<file path="config.mk">
export PLATFORM = sky130hd
export DESIGN_NAME = lfsr32_hex_source
export DESIGN_NICKNAME = d
export VERILOG_FILES = /design/src/rtl/lfsr32_hex_source.sv
export SDC_FILE = /design/constraint.sdc
export NUM_CORES = 1
export LEC_CHECK = 0
export ABC_AREA = 0
export ABC_CLOCK_PERIOD_IN_PS = 3300
export CAP_MARGIN = 20
export CORE_ASPECT_RATIO = 0.9
export CORE_UTILIZATION = 41
export CTS_BUF_LIST = sky130_fd_sc_hd__clkbuf_2
export CTS_CLUSTER_SIZE = 20
export DETAILED_ROUTE_END_ITERATION = 8
export MAX_ROUTING_LAYER = met4
export PLACE_DENSITY_LB_ADDON = 0.15
export SYNTH_ARGS = -nofsm -noshare
export SYNTH_HDL_FRONTEND = slang
export SYNTH_SLANG_ARGS = --single-unit
</file>
<file path="constraint.sdc">
create_clock -name clk -period 3.3 [get_ports clk]
set_input_delay 0.495 -clock clk [delete_from_list [all_inputs] [get_ports clk]]
set_output_delay 0.495 -clock clk [all_outputs]
set_load 0.01 [all_outputs]
</file>
<file path="src/rtl/lfsr32_hex_source.sv">
// 32-bit Galois LFSR source for eight hex digit decoders: free-run, single-step and seed load.
// Optional period detector enabled by defining LFSR32_PERIOD_DETECT_EN.
module lfsr32_hex_source #(
  parameter logic [31:0] TICK_DIV = 32'd50_000_000,
  parameter logic [31:0] SEED     = 32'h0000_0001,
  parameter logic [31:0] TAPS     = 32'h8020_0003
) (
  input  logic        clk,
  input  logic        rst_n,
  input  logic        run,
  input  logic        step_req,
  input  logic        load,
  input  logic [31:0] seed_in,
  output logic [31:0] lfsr_q,
  output logic [3:0]  digit0,
  output logic [3:0]  digit1,
  output logic [3:0]  digit2,
  output logic [3:0]  digit3,
  output logic [3:0]  digit4,
  output logic [3:0]  digit5,
  output logic [3:0]  digit6,
  output logic [3:0]  digit7,
  output logic        shift_strobe,
  output logic        zero_seed,
  output logic        period_hit
);

  typedef enum logic [1:0] {
    ST_HOLD = 2'd0,
    ST_RUN  = 2'd1,
    ST_STEP = 2'd2
  } state_e;

  localparam logic [31:0] TICK_LAST = TICK_DIV - 32'd1;

  function automatic logic [31:0] galois_next(input logic [31:0] q);
    galois_next = q[0] ? ((q >> 1) ^ TAPS) : (q >> 1);
  endfunction

  state_e      state_q, state_d;
  logic [31:0] lfsr_state_q, lfsr_state_d;
  logic [31:0] presc_q, presc_d;
  logic        strobe_q, strobe_d;
  logic        zero_q, zero_d;
  logic        sync1_q, sync2_q, edge_q;
  logic        rel_q, armed_q;
  logic        step_pulse_s, tick_s, do_shift_s;
  logic [31:0] shift_next_s, load_val_s;

  // A request held high across reset release must fall before it can arm a step.
  assign step_pulse_s = armed_q & sync2_q & ~edge_q;
  assign tick_s       = (state_q == ST_RUN) && (presc_q == TICK_LAST);
  assign shift_next_s = galois_next(lfsr_state_q);
  assign load_val_s   = (seed_in == 32'h0000_0000) ? SEED : seed_in;

  // step_req synchronizer, edge-detect history and post-reset arming
  always_ff @(posedge clk or negedge rst_n) begin
    if (!rst_n) begin
      sync1_q <= 1'b0;
      sync2_q <= 1'b0;
      edge_q  <= 1'b0;
      rel_q   <= 1'b0;
      armed_q <= 1'b0;
    end else begin
      sync1_q <= step_req;
      sync2_q <= sync1_q;
      edge_q  <= sync2_q;
      rel_q   <= 1'b1;
      armed_q <= armed_q | (rel_q & ~sync1_q);
    end
  end

  // Next-state, prescaler and shift/load decision
  always_comb begin
    state_d    = state_q;
    presc_d    = 32'h0000_0000;
    do_shift_s = 1'b0;
    case (state_q)
      ST_HOLD: begin
        if (run) begin
          state_d = ST_RUN;
        end else if (step_pulse_s) begin
          state_d = ST_STEP;
        end else begin
          state_d = ST_HOLD;
        end
      end
      ST_RUN: begin
        do_shift_s = tick_s;
        presc_d    = tick_s ? 32'h0000_0000 : presc_q + 32'd1;
        state_d    = run ? ST_RUN : ST_HOLD;
      end
      ST_STEP: begin
        do_shift_s = 1'b1;
        state_d    = ST_HOLD;
      end
      default: begin
        state_d = ST_HOLD;
      end
    endcase

    if (load) begin
      do_shift_s = 1'b0;
      presc_d    = 32'h0000_0000;
      if (state_d == ST_STEP) begin
        state_d = ST_HOLD;
      end else begin
        state_d = state_d;
      end
    end else begin
      presc_d = presc_d;
    end

    if (load) begin
      lfsr_state_d = load_val_s;
      zero_d       = (seed_in == 32'h0000_0000);
    end else if (do_shift_s) begin
      lfsr_state_d = shift_next_s;
      zero_d       = zero_q;
    end else begin
      lfsr_state_d = lfsr_state_q;
      zero_d       = zero_q;
    end
    strobe_d = load | do_shift_s;
  end

  // Main state registers
  always_ff @(posedge clk or negedge rst_n) begin
    if (!rst_n) begin
      state_q      <= ST_HOLD;
      lfsr_state_q <= SEED;
      presc_q      <= 32'h0000_0000;
      strobe_q     <= 1'b0;
      zero_q       <= 1'b0;
    end else begin
      state_q      <= state_d;
      lfsr_state_q <= lfsr_state_d;
      presc_q      <= presc_d;
      strobe_q     <= strobe_d;
      zero_q       <= zero_d;
    end
  end

`ifdef LFSR32_PERIOD_DETECT_EN
  logic [31:0] ref_q;
  logic [31:0] shift_cnt_q;
  logic        hit_q;

  // Reference value, saturating shift count and return-to-reference pulse
  always_ff @(posedge clk or negedge rst_n) begin
    if (!rst_n) begin
      ref_q       <= SEED;
      shift_cnt_q <= 32'h0000_0000;
      hit_q       <= 1'b0;
    end else if (load) begin
      ref_q       <= load_val_s;
      shift_cnt_q <= 32'h0000_0000;
      hit_q       <= 1'b0;
    end else if (do_shift_s) begin
      shift_cnt_q <= (shift_cnt_q == 32'hFFFF_FFFF) ? shift_cnt_q : shift_cnt_q + 32'd1;
      hit_q       <= (shift_next_s == ref_q) && (shift_cnt_q != 32'hFFFF_FFFF);
    end else begin
      hit_q       <= 1'b0;
    end
  end

  assign period_hit = hit_q;
`else
  assign period_hit = 1'b0;
`endif

  assign lfsr_q       = lfsr_state_q;
  assign shift_strobe = strobe_q;
  assign zero_seed    = zero_q;
  assign digit0 = lfsr_state_q[3:0];
  assign digit1 = lfsr_state_q[7:4];
  assign digit2 = lfsr_state_q[11:8];
  assign digit3 = lfsr_state_q[15:12];
  assign digit4 = lfsr_state_q[19:16];
  assign digit5 = lfsr_state_q[23:20];
  assign digit6 = lfsr_state_q[27:24];
  assign digit7 = lfsr_state_q[31:28];

endmodule

</file>
======== Word-level counts from Yosys, hierarchy flattened ========
Index checks and enable logic that the tools add are counted.
storage, ports and cells
  bits in read-only memories .............. 0
  memory bits (writable) .................. 0
  memories ................................ 0
  output and inout bits ................... 67
  bits in latches ......................... 0
  bits of input ports ..................... 37
  register bits after elaboration ......... 73
operators by class
  bitwise logic cells ..................... 8
  muxes and demuxes ....................... 15
  magnitude comparators ................... 0
  eq/ne operators ......................... 4
  add/sub/neg operators ................... 1
  $mul .................................... 0
  reduce and logical (&&, ||, !) cells .... 4
  shift-type cells ........................ 0
  div/mod/pow operators ................... 0
operator list
  operator                                               count
  2-to-1 mux 32 bit                                      7
  adder 32 x 1 -> 32 bit, second input constant          1
  equality test 32 x 26 -> 1 bit, second input constant  1
  zero test 32 bit                                       1
  2-to-1 mux 2 bit                                       4
  equality test 2 bit, second input constant             2
  NOT 3 -> 4 bit                                         1
  one-hot mux 2 bit (2 select lines)                     1
  bitwise AND 1 bit                                      3
  equality test 2 x 1 -> 1 bit, second input constant    1
  zero test 2 bit                                        1
  2-to-1 mux 1 bit                                       2
  NOT 1 bit                                              2
  OR 1 bit                                               2
  one-hot mux 1 bit (2 select lines)                     1
  nonzero test 2 bit                                     1
  logical AND 1 bit                                      1

======== Longest topological paths before layout ========
  depth after elaboration ................. 8
  depth in mapped cells ................... 8
  depth with buffers taken out ............ 6

======== Least setup slack after synthesis ========
Ideal clock, no wire load.
  kind .................................... reg2reg
  start point ............................. reg presc_q[24]
  end point ............................... reg lfsr_state_q[10], in the netlist lfsr_q[10]
  path slack .............................. 0.796 ns
  required time ........................... 3.175 ns
  data arrival time ....................... 2.379 ns
  setup time .............................. 0.125 ns
  clock period less this slack ............ 2.504 ns
  cell stages (with the launch flop) ...... 6
  cells stage by stage .................... dfrtp_1 or4b_1 or4_1 o41a_1 buf_6 mux2_4
on the way
  cells in the longest elaborated chain, start to end .. 5
RTL lines
  what                                 line  RTL
  start: declaration                   42    logic [31:0] presc_q, presc_d;
  start signal: assignment             138   presc_q <= presc_d;
  equality test 32 x 26 -> 1 bit       52    assign tick_s = (state_q == ST_RUN) && (presc_q == TICK_LAST);
  logical AND 1 bit                    52
  one-hot mux 1 bit (2 select lines)   78    case (state_q)
  2-to-1 mux 1 bit                     102   if (load) begin
  nonzero test 2 bit (no source line)  --
  end signal: assignment               137   lfsr_state_q <= lfsr_state_d;
  end: declaration                     41    logic [31:0] lfsr_state_q, lfsr_state_d;
Every way passes these cells.
A chain may end at the register's enable or synchronous reset.

======== Worst setup path after layout ========
  start point ............................. reg presc_q[24]
  end point ............................... reg lfsr_state_q[5], in the netlist lfsr_q[5]
The elaborated chain is that of the path after synthesis.

==> results by group <==
Final layout
  – Antenna cells: 0
  – Most common cell after layout, fill and taps aside: clkdlybuf4s50_1
  – Area grow syn2layout: 25.14%
  – Final core utilization: 53.30%
  – Ratio of cells with drive above 1 in the final layout: 13.55%
  – Net count, final: 464
  – Most frequent cells in the layout: 101 x clkdlybuf4s50_1, 72 x dfrtp_1, 37 x nor2_1

Power and ir drop
  – Comb power frac: 29.3%
  – Seq pwr share: 51.1%
  – Net Sw Frac: between 20% and 30%
  – Maximum vdd drop: 0.0001734 V
  – Total power: 2.059 mW
  – LEAKAGE: ~2.1 nW
  – Net switching power: 0.5998 mW
  – P per Cell Area: between 400 and 500 nW/um^2
  – Clock power share: 19.7%
  – Pint: 1.459 mW

Critical path
  – Worst reg2reg setup slack: 0.48 ns
  – Critical R2R Capture: lfsr_q[5]$_DFFE_PN0P_
  – CP max-delay cell: or4_1
  – Max stage delay on crit path: 0.55 ns
  – Worst Path Max Fanout: 32
  – Crit Path Class: flip-flop to flip-flop
  – Worst reg2reg path depth: 5
  – Worst setup EP type: flip-flop
  – CP delay by family, top: simple AND/OR/NAND/NOR gates
  – R2R Path Start: presc_q[24]$_DFF_PN0_
  – Crit path cell chain: or4b_1 -> or4_1 -> o41a_2 -> buf_4 -> mux2_4
  – Arrival @ worst endpoint: 3.21 ns
  – Worst path buffer plus inverter count: 1
  – Req. time, crit path: 3.69 ns
  – Startpoint Class: flip-flop

Synthesis
  – Synthesized flop and latch total: 73
  – Synth top area share: between 40% and 50%
  – Post-synth EDFFs: 0
  – Synth area leader: dfrtp_1
  – Main flop type after synthesis: dfrtp_1
  – Syn nets: a little under 400
  – Unique masters post-synth: 37
  – Synth warn: 0
  – Synth top area cells: dfrtp_1 46%, mux2_4 11%, a22o_1 6.7%
  – Async SR Flop Fraction: 100.0%
  – Register area share after synthesis: 46.62%
  – Cells after synthesis: approximately 350
  – Syn Area/Cell: 11.17 sq um
  – Syn Std Cell Area: around 4000 sq um

Route
  – DR pass1 iterations: 5
  – Routed via count: ~2800
  – Routed WL per cell: 15.91 microns
  – First-iteration detailed-routing DRC count: 114
  – # DRC: 0
  – Drt total wl: 8753 microns
  – Via/cell ratio: about 5.2
  – Antenna viol nets, final: 0

STA
  – RSZ-0062 raised after global routing: no
  – Slew Limit Fails: 0
  – Final hold vios: 0
  – Tmin final: 2.822 ns
  – Max Fclk: 0.3544 GHz
  – Worst-margin pin slew: 1.006 ns
  – Relative slew slack: about a third
  – Final Skew: 0.02071 ns
  – Crit share post-route: between 80% and 90%
  – Fin Setup TNS: 0 ns
  – Final setup fails: 0

GRT
  – Pin count of the biggest net entering global routing: 47
  – Met1 usage in global routing: 27.05%
  – Top Usage Layer GRT: met2
  – Vias in the first global route: 2706
  – GR met2 Demand/Resource: about 29%
  – GRT overflow: 0
  – Antenna violations before repair: 0
  – Met3 Usage GRT: 4.072%
  – Total GRT Usage: 19.57%
  – Global-route wire length before repair: 14490 microns

Clock network
  – Cts hold-fix bufs: 1
  – Setup Buffers After CTS: 0
  – Bufs on Longest Clock Path: 2
  – CTS Root Cell: clkbuf_2
  – CTS tree: built
  – Post_cts resized: 0
  – Sink Count: between 70 and 80
  – CTS Buf Count: 9
  – CTS clock-pin slew for the worst setup and hold paths: 0.18 ns
  – Insertion delay to the later sink of the worst-skew pair: about 0.5 ns
  – H-tree lvl count: 3

Floorplan
  – Rows: 33
  – Core footprint: 9208 sq um
  – Die ar.: 9959 sq um
  – Die Y: 94.78 microns
  – Starting Density: approximately 43%
  – Io pins: 104
  – Die width: ~110 microns

Worst hold path
  – Hold Crit Class: flip-flop to flip-flop
  – Hold path start: sync2_q$_DFF_PN0_
  – Hold EP: edge_q$_DFF_PN0_
  – Worst Hold Depth: 0

Run
  – Number of max-cap violations: 0

Place
  – # port buffers: 102
  – DP Wirelength: approximately 6300 microns
  – Placer congestion estimate: 0.8022

Run status
  – Status: completed
-- cell type report --
| class | count | area [sq um] |
|---|---|---|
| sequential | 73 | 1828 |
| inverter | 10 | 37.54 |
| multi-input combinational | 220 | 1725 |
| fill | 813 | 4300 |
| timing repair buffer | 109 | 1084 |
| clock buffer | 12 | 60.06 |
| tap | 122 | 152.6 |
| clock inverter | 4 | 20.02 |
-- worst reg2reg max path, cell delays in order, from the launching register on --
cell and delay [ns]:
dfrtp_1 0.47, or4b_1 0.51, or4_1 0.55, o41a_2 0.51, buf_4 0.31, mux2_4 0.38
-- metal layers --
metal  vias to the layer above  wire length, microns
met3                         7                   354
met5                         -                     0
li1                       1360                     -
met1                      1399                  4290
met4                         0                    69
met2                        70                  4039
-- power by group through the flow --
stage          Clock [mW]  Sequential, mW  Combinational (mW)
4_1_cts             0.428            1.05               0.609
3_3_place_gp            0            1.07               0.604
3_5_place_dp            0            1.07               0.606
5_1_grt             0.456            1.06               0.642
6_report            0.405            1.05               0.603
2_1_floorplan           0            1.08               0.316
-- worst max path at each step --
stage | start | end | slack (ns) | depth (start not counted)
after floorplan | presc_q[24]$_DFF_PN0_ | lfsr_q[10]$_DFFE_PN0P_ | 0.80 | 5
after global placement | seed_in[1] | lfsr_q[1]$_DFFE_PN0P_ | 0.54 | 7
after detailed placement | presc_q[24]$_DFF_PN0_ | lfsr_q[11]$_DFFE_PN0P_ | 0.51 | 5
after CTS | presc_q[24]$_DFF_PN0_ | lfsr_q[5]$_DFFE_PN0P_ | 0.47 | 5
after global routing | presc_q[24]$_DFF_PN0_ | presc_q[17]$_DFF_PN0_ | 0.29 | 6
final | presc_q[24]$_DFF_PN0_ | lfsr_q[5]$_DFFE_PN0P_ | 0.48 | 5
-- kinds of logic after synthesis --
| family | share of synthesized area, % |
|---|---|
| AND/OR/NAND/NOR | 15.19 |
| flip-flops | 46.62 |
| buffers and inverters | 9.413 |
| AO/OA/AOI/OAI | 8.615 |
| XOR/XNOR | 7.147 |
| multiplexers | 11.55 |
| adder cells (fa/ha/maj) | 1.276 |
| other | 0.1915 |
-- state kept, by name (all words and copies together), names as in the netlist --
name / count
shift_strobe: 1
edge_q: 1
sync2_q: 1
armed_q: 1
presc_q: 32
zero_seed: 1
sync1_q: 1
lfsr_q: 32
state_q: 2
rel_q: 1
-- cells in the mapped netlist, drive strengths merged, types with 3 or more instances --
cell type / n
a22o: 30
and2: 4
and3: 9
and4: 3
buf: 40
clkbuf: 8
dfrtp: 72
ha: 4
inv: 10
mux2: 30
nand2: 7
nand3: 10
nand4: 18
nor2: 37
nor4: 13
xnor2: 9
xor2: 23
-- stage by stage --
| step | hold slack, ns | cell area (sq um) | setup slack [ns] | instances |
|---|---|---|---|---|
| 2_1_floorplan | 0.1994 | 3921 | 0.7963 | 351 |
| 3_3_place_gp | 0.3526 | 4817 | 0.5361 | 533 |
| 3_5_place_dp | 0.3578 | 4817 | 0.5140 | 533 |
| 4_1_cts | 0.3511 | 4907 | 0.4717 | 550 |
| 5_1_grt | 0.3523 | 4907 | 0.2896 | 550 |
| 6_report | 0.3968 | 4907 | 0.4784 | 550 |
No activity file was read; power rests on OpenSTA's default activity.
